--- src/rtl/cmd_frame_pkg.sv ---
// Shared constants for the command frame decoder: command codes, FSM encoding,
// and the fixed register addresses used for ALU operands.
package cmd_frame_pkg;

  localparam logic [7:0] CMD_WR      = 8'hAA;
  localparam logic [7:0] CMD_RD      = 8'hBB;
  localparam logic [7:0] CMD_ALU_OP  = 8'hCC;
  localparam logic [7:0] CMD_ALU_NOP = 8'hDD;

  localparam int ALU_A_ADDR = 0;
  localparam int ALU_B_ADDR = 1;

  typedef enum logic [2:0] {
    S_IDLE,
    S_WR_ADDR,
    S_WR_DATA,
    S_RD_ADDR,
    S_ALU_A,
    S_ALU_B,
    S_ALU_FUN
  } state_t;

endpackage

--- src/rtl/cmd_timeout_cnt.sv ---
// Inter-byte idle counter: flags expiry after TIMEOUT_CYCLES enabled cycles
// with no restart. Only instantiated when CMD_FRAME_TIMEOUT_EN is defined.
module cmd_timeout_cnt #(
  parameter int TIMEOUT_CYCLES = 1024
) (
  input  logic CLK,
  input  logic RST,
  input  logic restart,
  input  logic enable,
  output logic expired
);

  localparam int CW = $clog2(TIMEOUT_CYCLES + 1);

  logic [CW-1:0] cnt;

  // The Nth idle cycle sees cnt == N-1, so expiry lands on the TIMEOUT_CYCLES-th one.
  assign expired = enable && (cnt == CW'(TIMEOUT_CYCLES - 1));

  always_ff @(posedge CLK or posedge RST) begin
    if (RST)                    cnt <= '0;
    else if (restart || !enable) cnt <= '0;
    else if (!expired)          cnt <= cnt + 1'b1;
  end

endmodule

--- src/rtl/cmd_frame_decoder.sv ---
// Assembles synchronized RX bytes into WR/RD/ALU command frames and issues
// registered one-cycle strobes. Optional idle abort: CMD_FRAME_TIMEOUT_EN.
module cmd_frame_decoder
  import cmd_frame_pkg::*;
#(
  parameter int DATA_WIDTH     = 8,
  parameter int ADDR_WIDTH     = 4,
  parameter int FUN_WIDTH      = 4,
  parameter int TIMEOUT_CYCLES = 1024
) (
  input  logic                  CLK,
  input  logic                  RST,
  input  logic [DATA_WIDTH-1:0] rx_data,
  input  logic                  rx_valid,
  output logic                  reg_wr_en,
  output logic                  reg_rd_en,
  output logic [ADDR_WIDTH-1:0] reg_addr,
  output logic [DATA_WIDTH-1:0] reg_wr_data,
  output logic                  alu_en,
  output logic [FUN_WIDTH-1:0]  alu_fun,
  output logic                  frame_err,
  output logic                  busy
);

  if (TIMEOUT_CYCLES < 2) begin : g_bad_cfg
    $error("cmd_frame_decoder: TIMEOUT_CYCLES must be >= 2");
  end

  state_t                state, nxt_state;
  logic [ADDR_WIDTH-1:0] addr_q, nxt_addr_q;
  logic                  nxt_wr_en, nxt_rd_en, nxt_alu_en, nxt_err;
  logic [ADDR_WIDTH-1:0] nxt_reg_addr;
  logic [DATA_WIDTH-1:0] nxt_wr_data;
  logic [FUN_WIDTH-1:0]  nxt_alu_fun;
  logic                  timeout_hit;

  assign busy = (state != S_IDLE);

`ifdef CMD_FRAME_TIMEOUT_EN
  cmd_timeout_cnt #(.TIMEOUT_CYCLES(TIMEOUT_CYCLES)) u_timeout (
    .CLK     (CLK),
    .RST     (RST),
    .restart (rx_valid),
    .enable  (busy),
    .expired (timeout_hit)
  );
`else
  assign timeout_hit = 1'b0;
`endif

  always_ff @(posedge CLK or posedge RST) begin
    if (RST) begin
      state  <= S_IDLE;
      addr_q <= '0;
    end else begin
      state  <= nxt_state;
      addr_q <= nxt_addr_q;
    end
  end

  always_comb begin
    nxt_state    = state;
    nxt_addr_q   = addr_q;
    nxt_wr_en    = 1'b0;
    nxt_rd_en    = 1'b0;
    nxt_alu_en   = 1'b0;
    nxt_err      = 1'b0;
    nxt_reg_addr = reg_addr;
    nxt_wr_data  = reg_wr_data;
    nxt_alu_fun  = alu_fun;
    // A byte arriving on the terminal count is accepted; abort only on a truly idle cycle.
    if (timeout_hit && !rx_valid) begin
      nxt_state = S_IDLE;
      nxt_err   = 1'b1;
    end else if (rx_valid) begin
      case (state)
        S_IDLE: begin
          if      (rx_data == DATA_WIDTH'(CMD_WR))      nxt_state = S_WR_ADDR;
          else if (rx_data == DATA_WIDTH'(CMD_RD))      nxt_state = S_RD_ADDR;
          else if (rx_data == DATA_WIDTH'(CMD_ALU_OP))  nxt_state = S_ALU_A;
          else if (rx_data == DATA_WIDTH'(CMD_ALU_NOP)) nxt_state = S_ALU_FUN;
          else                                          nxt_err   = 1'b1;
        end
        S_WR_ADDR: begin
          nxt_addr_q = rx_data[ADDR_WIDTH-1:0];
          nxt_state  = S_WR_DATA;
        end
        S_WR_DATA: begin
          nxt_wr_en    = 1'b1;
          nxt_reg_addr = addr_q;
          nxt_wr_data  = rx_data;
          nxt_state    = S_IDLE;
        end
        S_RD_ADDR: begin
          nxt_rd_en    = 1'b1;
          nxt_reg_addr = rx_data[ADDR_WIDTH-1:0];
          nxt_state    = S_IDLE;
        end
        S_ALU_A: begin
          nxt_wr_en    = 1'b1;
          nxt_reg_addr = ADDR_WIDTH'(ALU_A_ADDR);
          nxt_wr_data  = rx_data;
          nxt_state    = S_ALU_B;
        end
        S_ALU_B: begin
          nxt_wr_en    = 1'b1;
          nxt_reg_addr = ADDR_WIDTH'(ALU_B_ADDR);
          nxt_wr_data  = rx_data;
          nxt_state    = S_ALU_FUN;
        end
        S_ALU_FUN: begin
          nxt_alu_en  = 1'b1;
          nxt_alu_fun = rx_data[FUN_WIDTH-1:0];
          nxt_state   = S_IDLE;
        end
        default: nxt_state = S_IDLE;
      endcase
    end
  end

  always_ff @(posedge CLK or posedge RST) begin
    if (RST) begin
      reg_wr_en   <= 1'b0;
      reg_rd_en   <= 1'b0;
      alu_en      <= 1'b0;
      frame_err   <= 1'b0;
      reg_addr    <= '0;
      reg_wr_data <= '0;
      alu_fun     <= '0;
    end else begin
      reg_wr_en   <= nxt_wr_en;
      reg_rd_en   <= nxt_rd_en;
      alu_en      <= nxt_alu_en;
      frame_err   <= nxt_err;
      reg_addr    <= nxt_reg_addr;
      reg_wr_data <= nxt_wr_data;
      alu_fun     <= nxt_alu_fun;
    end
  end

endmodule

--- config.mk ---
export PLATFORM = sky130hd
export DESIGN_NAME = cmd_frame_decoder
export DESIGN_NICKNAME = d
export VERILOG_FILES = /design/src/rtl/cmd_frame_pkg.sv /design/src/rtl/cmd_timeout_cnt.sv /design/src/rtl/cmd_frame_decoder.sv
export SDC_FILE = /design/constraint.sdc
export NUM_CORES = 1
export LEC_CHECK = 0
export ABC_AREA = 1
export CORE_UTILIZATION = 51
export CTS_CLUSTER_SIZE = 14
export DETAILED_ROUTE_END_ITERATION = 10
export PLACE_DENSITY = 0.83
export SETUP_SLACK_MARGIN = 0.3
export SKIP_CTS_REPAIR_TIMING = 1
export SLEW_MARGIN = 20
export SYNTH_ARGS = -nofsm -noshare
export SYNTH_HDL_FRONTEND = slang
export SYNTH_SLANG_ARGS = --single-unit
--- constraint.sdc ---
create_clock -name CLK -period 2.95 [get_ports CLK]
set_input_delay 0.59 -clock CLK [delete_from_list [all_inputs] [get_ports CLK]]
set_output_delay 0.59 -clock CLK [all_outputs]
set_load 0.01 [all_outputs]
==> impl_metrics.toml, run 1 <==
[global_route]
globalRouteOverflowTotal = 0
antenna_found_initial = 0
grt_max_degree = 28
grt_pass1_wl_mm = 5.112
grt_pass1_vias = 1154
grt_usage_pct = 26.70

[synth]
synth.distinct_cells = 15
avgSynthCellArea_sq_um = 8.080
ys_async_sr_fraction_pct = 100.0
synth_cells = 153
syn_nets = 166
synth_top_cell_area_share_pct = 54.66
synth_top_cells_by_area = "dfrtp_1, nand2_1, o21ai_0, nor2_1, inv_1"
synthFlopType = "dfrtp_1"
ys_warn_count = 0
ys_seq_area_share_pct = 54.66
synth_edf_count = 0
yosysTopAreaCell = "dfrtp_1"
netlist_area_sq_um = 1236
synth_seq_cells = 27

[worst_hold_path]
min_to = "alu_fun[3]"
min_from = "alu_fun[3]"
hp-class = "reg2reg"
hold_depth = 2

[pwr]
sw_frac_of_total_pct = 38.82
clkPwrFrac_pct = 10.3
p_leak_nw = 0.7985
p_int_w = 0.0009440
pwr-share-seq_pct = 41.2
ir_drop_uv = 609.3
p_sw_w = 0.0005990
totalPowerFinal_w = 0.001543
power_frac_comb_pct = 48.5
power_density_nw_per_um2 = 958.2

[critical_path]
crit_chain = "inv_2, nand2_1, nor2_1, inv_1, clkdlybuf4s50_1"
worstSetupStartpointType = "flop"
crit_slowest_cell = "dfrtp_1"
cp.depth = 5
critPathMaxFanout = 6
cp.required_ns = 2.36
critical-path-top-delay-family = "buffers and inverters"
rr_worst_depth = 7
reg2reg_slack_ns = 1.29
slowest_delay_ns = 0.48
crit_type = "reg2out"
arrival_ns = 1.82
r2r-end = "reg_addr[1]"
r2r-start = "state[2]"
crit_buf_inv = 3
endpoint_kind = "output port"
cp-startpoint = "state[1]"

[flow_run]
cap_violations = 0

[drt]
drt_iter0_markers = 37
wire_per_inst_microns = 13.07
via_per_inst = 5.176
vias = 1118
routed_wl_mm = 2.823
drtAntennaViolNets = 0
route.detailed.drc = 0
drt_first_pass_iters = 4

[run_status]
outcome = "finished clean"

[sta]
grt_setup_unrepaired = "false"
tns_ns = 0
timing_hold_violations_final = 0
holdWs_ns = 0.5007
drv_slew = 0
setup_viol_count_final = 0
fmaxAchievable_ghz = 0.4152
fin_crit_sh_pct = 81.65
fin_crit_ns = 2.409
tightestPinTransition_ns = 0.5599
clock_skew_ns = 0.005406
max_slew_margin_pct = 62.67

[floorplanning]
ios = 32
start_util_pct = 54.83
row_count = 17
core_sq_um = 2255
die_h_microns = 51.24
dieArea_sq_um = 2625
die_x_microns = 51.24

[clocking]
clock_sinks = 27
cts_max_level = 1
cts_tree = "built"
clockRootBuffer = "clkbuf_4"
cts_made_buffers = 3
clk_pin_slew_ns = 0.14
clock_latency_ns = 0.33
cts_buffer_depth = 2

[placed_design]
place.gp.congestion = 0.8994
dp_hpwl_mm = 2.152
portBuffers = 31

[cells_and_area]
drive_gt1_share_pct = 4.787
area_growth_pct = 30.26
n_fill_cell = 205
multiInputGateArea_sq_um = 480.5
insertedDiodeCount = 0
fin_nets = 202
regArea_sq_um = 675.6
per-stage QoR:
stage / utilization (%) / worst slack, ns / instance area, sq um / std cells
global placement: 70.26 / 0.9968 / 1584 / 212
CTS: 71.42 / 0.5502 / 1610 / 216
global route: 71.42 / 0.4435 / 1610 / 216
detailed placement: 70.26 / 0.9417 / 1584 / 212
finish: 71.42 / 0.5413 / 1610 / 216
floorplan: - / 1.529 / 1236 / 153
registers in the layout, indices dropped and copies added, names as in the netlist, 3 cells and up:
register and cells:
alu_fun 4, addr_q 4, reg_wr_data 8, state 3, reg_addr 4
cell usage after synthesis, types with 2 or more instances:
cell,number
a21oi_1,3
a31oi_1,5
dfrtp_1,27
ha_1,2
inv_1,18
inv_2,2
nand2_1,43
nand3_1,6
nor2_1,24
o21ai_0,18
placed cells by master (no fill, tap or decap), drive strengths merged:
master and n:
nand3 6, buf 1, nand2 43, dfrtp 27
ha 2, nand4 1, a31oi 5, nor2 25
a21oi 3, inv 20, clkbuf 4, o21ai 19
nor3 1, clkdlybuf4s50 31
worst max-delay path by stage:
stage / to / slack (ns)
5_1_grt: busy / 0.44
6_report: busy / 0.54
2_1_floorplan: busy / 1.53
3_5_place_dp: state[0] / 0.94
3_3_place_gp: reg_wr_data[0] / 1.0
4_1_cts: busy / 0.55
power groups by stage:
stage	sequential (W)	combinational, W	clock (W)
2_1_floorplan	0.000679	0.000345	0
3_3_place_gp	0.000628	0.000719	0
3_5_place_dp	0.000643	0.000749	0
4_1_cts	0.000635	0.000753	0.000165
5_1_grt	0.000654	0.000843	0.000175
6_report	0.000635	0.000748	0.000160
area by class of cell:
cell class / instances / area share (%)
sequential: 27 / 41.96
inverter: 20 / 4.662
timing repair buffer: 32 / 19.74
tap: 28 / 2.176
multi-input combinational: 105 / 29.84
clock buffer: 4 / 1.632
per-layer routing:
layer  vias up  track usage (%)  part of all wire, %
met3         5            3.274                  4.7
met4         0            12.16                  1.9
met5         -                0                    0
met1       521            32.41                   42
met2        39            47.15                   51
li1        553                -                    -
cells by family after synthesis:
kind of cell	Yosys count	share of synthesized area (%)
AND/OR/NAND/NOR	76	25.10
AO/OA/AOI/OAI	27	11.74
flip-flops	27	54.66
buffers and inverters	21	6.477
adder cells (fa/ha/maj)	2	2.024
worst min-delay path, delay by kind of cell (launching register included):
family / cells / cell delay [ns]
compound gates: 1 / 0.06
flops: 1 / 0.37
simple gates: 1 / 0.05
Power figures use the tool's default switching activity.
==> run 2: changes to the inputs <==
- CORE_UTILIZATION: 51 -> 43
- PLACE_DENSITY: 0.83 -> 0.75
- clock period: 2.95 -> 2 ns (I/O delays scaled with it)
==> impl_metrics.toml, run 2 (synthesis gave the netlist of run 1 again) <==
[global_route]
grt.met1_usage_pct = 23.61
busiest_layer = "met2"
antenna_found_initial = 0
use_met2_pct = 32.36
globalRouteOverflowTotal = 0
grt_pass1_vias = 1058
grt_max_degree = 28
grt_usage_pct = 19.00
met3_usage_pct = 1.628
grt_pass1_wl_mm = 4.609

[pwr]
totalPowerFinal_w = 0.002494
p_sw_w = 0.0009622
p_int_w = 0.001532
pwr-share-seq_pct = 37.3
sw_frac_of_total_pct = 38.58
clkPwrFrac_pct = 9.6
p_leak_nw = 0.8864
power_frac_comb_pct = 53.0
ir_drop_uv = 861.7
power_density_nw_per_um2 = 1439

[drt]
drt_iter0_markers = 55
routed_wl_mm = 3.060
drt_first_pass_iters = 4
vias = 1218
wire_per_inst_microns = 13.25
drtAntennaViolNets = 0
via_per_inst = 5.273
route.detailed.drc = 0

[clocking]
cts_buffer_depth = 2
clk_pin_slew_ns = 0.15
clockRootBuffer = "clkbuf_4"
clock_sinks = 27
clock_latency_ns = 0.33
cts_made_buffers = 3
cts_max_level = 1
cts_tree = "built"

[placed_design]
dp_hpwl_mm = 2.127
place_ws_ns = 0.1616
dp.cells = 215
place.gp.congestion = 0.8857
portBuffers = 31

[cells_and_area]
drive_gt1_share_pct = 14.00
largest-register = "reg_wr_data"
fin_nets = 214
layout_commonest_cell = "nand2_1"
largest_reg_flops = 8
area_growth_pct = 40.18
insertedDiodeCount = 0
final_cell_mix = "nand2_1, clkdlybuf4s50_1, dfrtp_1"
final_cells = 231

[sta]
fmaxAchievable_ghz = 0.5912
drv_slew = 0
clock_skew_ns = 0.01598
grt_setup_unrepaired = "true"
tightestPinTransition_ns = 0.5453
fin_crit_ns = 1.692
setup_viol_count_final = 0
timing_hold_violations_final = 0
fin_crit_sh_pct = 84.58
max_slew_margin_pct = 63.64
setup_ws_ns = 0.3085

[worst_hold_path]
hp-class = "in2async"

[critical_path]
endpoint_kind = "output port"
arrival_ns = 1.29
slowest_delay_ns = 0.48
crit_slowest_cell = "dfrtp_2"
critPathMaxFanout = 5
worstSetupStartpointType = "flop"
crit_chain = "inv_2, nand2_2, nor2_4, inv_1, clkbuf_2"
crit_type = "reg2out"
cp.required_ns = 1.60

[flow_run]
cap_violations = 0

[floorplanning]
die_x_microns = 55.62
core_sq_um = 2734
start_util_pct = 45.22
row_count = 19
dieArea_sq_um = 3093
ios = 32
die_h_microns = 55.62

[run_status]
outcome = "finished clean"
[run 2: changes by cell type in the layout (fill, tap and decap cells not counted), sizes merged]
cell           previous run  this run
buf                       1        13
clkdlybuf4s50            31        28
dlymetal6s2s              0         2
clkbuf                    4         5
[run 2: power groups by stage]
stage	clock, W	combinational, W	sequential [W]
global placement	0	0.00107	0.000929
CTS	0.000247	0.00111	0.000935
finish	0.000240	0.00132	0.000931
detailed placement	0	0.00110	0.000948
global route	0.000261	0.00145	0.000956
floorplan	0	0.000509	0.00100
[run 2: cell type report]
cell class                 count  area, sq um
clock buffer                   4        26.28
fill                         224         1001
inverter                      20        77.57
multi-input combinational    105        490.5
sequential                    27        679.4
tap                           31        38.79
timing repair buffer          44        420.4
[run 2: routing by layer]
layer | vias up | wire, microns | share of wire [%]
li1 | 581 | - | -
met1 | 572 | 1246 | 41
met2 | 55 | 1568 | 51
met3 | 10 | 148 | 4.8
met4 | 0 | 97 | 3.2
met5 | - | 0 | 0
[run 2: path summary, 6_finish.rpt]
| path | startpoint | end | slack [ns] | cells after the start |
|---|---|---|---|---|
| hold / removal | RST | reg_wr_data[6] | 0.41 | 3 |
| setup reg to reg | state[1] | reg_addr[1] | 0.40 | 8 |
| hold reg to reg | alu_fun[3] | alu_fun[3] | 0.50 | 2 |
| setup / recovery | state[0] | busy | 0.31 | 5 |
| min in group CLK | alu_fun[3] | alu_fun[3] | 0.50 | 2 |
| max in group asynchronous | RST | state[2] | 1.33 | 3 |
[run 2: critical path, delay by kind of cell, from the launching register on]
kind | cells | cell delay [ns]
flip-flops | 1 | 0.48
buffers and inverters | 3 | 0.25
AND/OR/NAND/NOR | 2 | 0.22
[run 2: through the flow]
stage	util [%]	hold WS, ns	instance area, sq um	TNS (ns)
final	63.39	0.4072	1733	0
after floorplan	-	0.4527	1236	0
after detailed placement	58.08	0.4780	1588	0
after global placement	58.08	0.4677	1588	0
after CTS	59.04	0.4211	1614	-0.2170
after global routing	63.39	0.4392	1733	0
==> run 3: changes to the inputs <==
- CORE_UTILIZATION: 43 -> 47
- PLACE_DENSITY: 0.75 -> 0.77
- clock period: 2 -> 1.8 ns (I/O delays scaled with it)
==> impl_metrics.toml, run 3 (synthesis gave the netlist of run 1 again) <==
[global_route]
globalRouteOverflowTotal = 0
grt_pass1_vias = 1055
antenna_found_initial = 0
grt_max_degree = 28
grt_pass1_wl_mm = 4.319
grt_usage_pct = 21.25

[drt]
wire_per_inst_microns = 12.72
route.detailed.drc = 0
drt_iter0_markers = 35
drt_first_pass_iters = 4
via_per_inst = 5.082
vias = 1184
drtAntennaViolNets = 0
routed_wl_mm = 2.963

[critical_path]
cp.required_ns = 1.44
endpoint_kind = "output port"
reg2reg_slack_ns = 0.25
crit_end = "busy"
slowest_delay_ns = 0.49
arrival_ns = 1.24
worstSetupStartpointType = "flop"
rr_worst_depth = 8
r2r-end = "reg_addr[3]"
crit_chain = "inv_4, nand2_2, nor2_2, inv_1, clkbuf_2"
crit_slowest_cell = "dfrtp_2"
crit_type = "reg2out"
critPathMaxFanout = 6
r2r-start = "state[1]"
cp-startpoint = "state[1]"

[sta]
setup_viol_count_final = 0
drv_slew = 0
timing_hold_violations_final = 0
fmaxAchievable_ghz = 0.6258
tightestPinTransition_ns = 0.3600
clock_skew_ns = 0.005244
fin_crit_ns = 1.598
max_slew_margin_pct = 75.91
grt_setup_unrepaired = "true"
fin_crit_sh_pct = 88.78

[cells_and_area]
post-route-util_pct = 73.54
insertedDiodeCount = 0
drive_gt1_share_pct = 17.24
area_growth_pct = 47.37
largest_reg_flops = 8
largest-register = "reg_wr_data"
fin_nets = 217
final_cell_mix = "nand2_1, dfrtp_1, nor2_1"
layout_commonest_cell = "nand2_1"

[pwr]
p_leak_nw = 1.134
totalPowerFinal_w = 0.002762
power_density_nw_per_um2 = 1516
ir_drop_uv = 1031

[placed_design]
dp_hpwl_mm = 1.931
place.gp.congestion = 0.9175
portBuffers = 31

[worst_hold_path]
hp-class = "in2async"

[clocking]
cts_tree = "built"
clock_sinks = 27
cts_made_buffers = 3
clock_latency_ns = 0.33
cts_max_level = 1
cts_buffer_depth = 2
clk_pin_slew_ns = 0.14
clockRootBuffer = "clkbuf_4"

[floorplanning]
dieArea_sq_um = 2839
row_count = 18
ios = 32
die_h_microns = 53.29
die_x_microns = 53.29
start_util_pct = 49.90
core_sq_um = 2477

[flow_run]
cap_violations = 0

[run_status]
outcome = "finished clean"
run 3: cell types whose count changed in the layout (fill, tap and decap cells not counted), moves of 2 or more:
cell,delta
clkdlybuf4s50_1,-19
nor2_2,+2
dlymetal6s2s_1,+19
buf_4,+3
run 3: how the worst min path moves through the flow:
stage                               from             end  slack (ns)  cells after the start
after global routing                 RST     reg_addr[2]        0.42                      3
after detailed placement  reg_wr_data[7]  reg_wr_data[7]        0.46                      2
final                                RST     reg_addr[3]        0.36                      3
after global placement    reg_wr_data[7]  reg_wr_data[7]        0.46                      2
after floorplan                      RST       addr_q[0]        0.41                      1
after CTS                            RST     reg_addr[3]        0.36                      3
run 3: cell type report:
class                      instances  area (sq um)
clock buffer                       4         26.28
fill                             185         655.6
inverter                          20         77.57
multi-input combinational        105         510.5
sequential                        27         679.4
tap                               30         37.54
timing repair buffer              47         490.5
run 3: per-layer routing:
layer  wire length, microns  GRT usage, %  vias up
met5                      0             0        -
met4                     63         10.53        0
met3                    127         2.874        9
met2                   1453         35.63       40
met1                   1320         26.41      548
li1                       -             -      587
run 3: stage by stage:
step	setup WS, ns	cells	area, sq um	hold WS (ns)	TNS [ns]
4_1_cts	-0.2341	221	1635	0.3617	-0.2341
3_5_place_dp	0.01745	217	1609	0.4649	0
6_report	0.2020	233	1822	0.3619	0
3_3_place_gp	0.08855	217	1609	0.4624	0
2_1_floorplan	0.3875	153	1236	0.4127	0
5_1_grt	0.1304	233	1822	0.4155	0
run 3: power by group:
group	switching (W)	leakage, nW	internal [W]	total, W
sequential	0.000151	0.336	0.000868	0.00102
combinational	0.000731	0.783	0.000745	0.00148
clock	0.000180	0.0150	0.0000870	0.000267
run 3: worst max-delay path: cells and delay by family, from the launching register on:
kind / cells / cell delay [ns]
buffers and inverters: 3 / 0.24
and+or+nand+nor: 2 / 0.18
DFF: 1 / 0.49
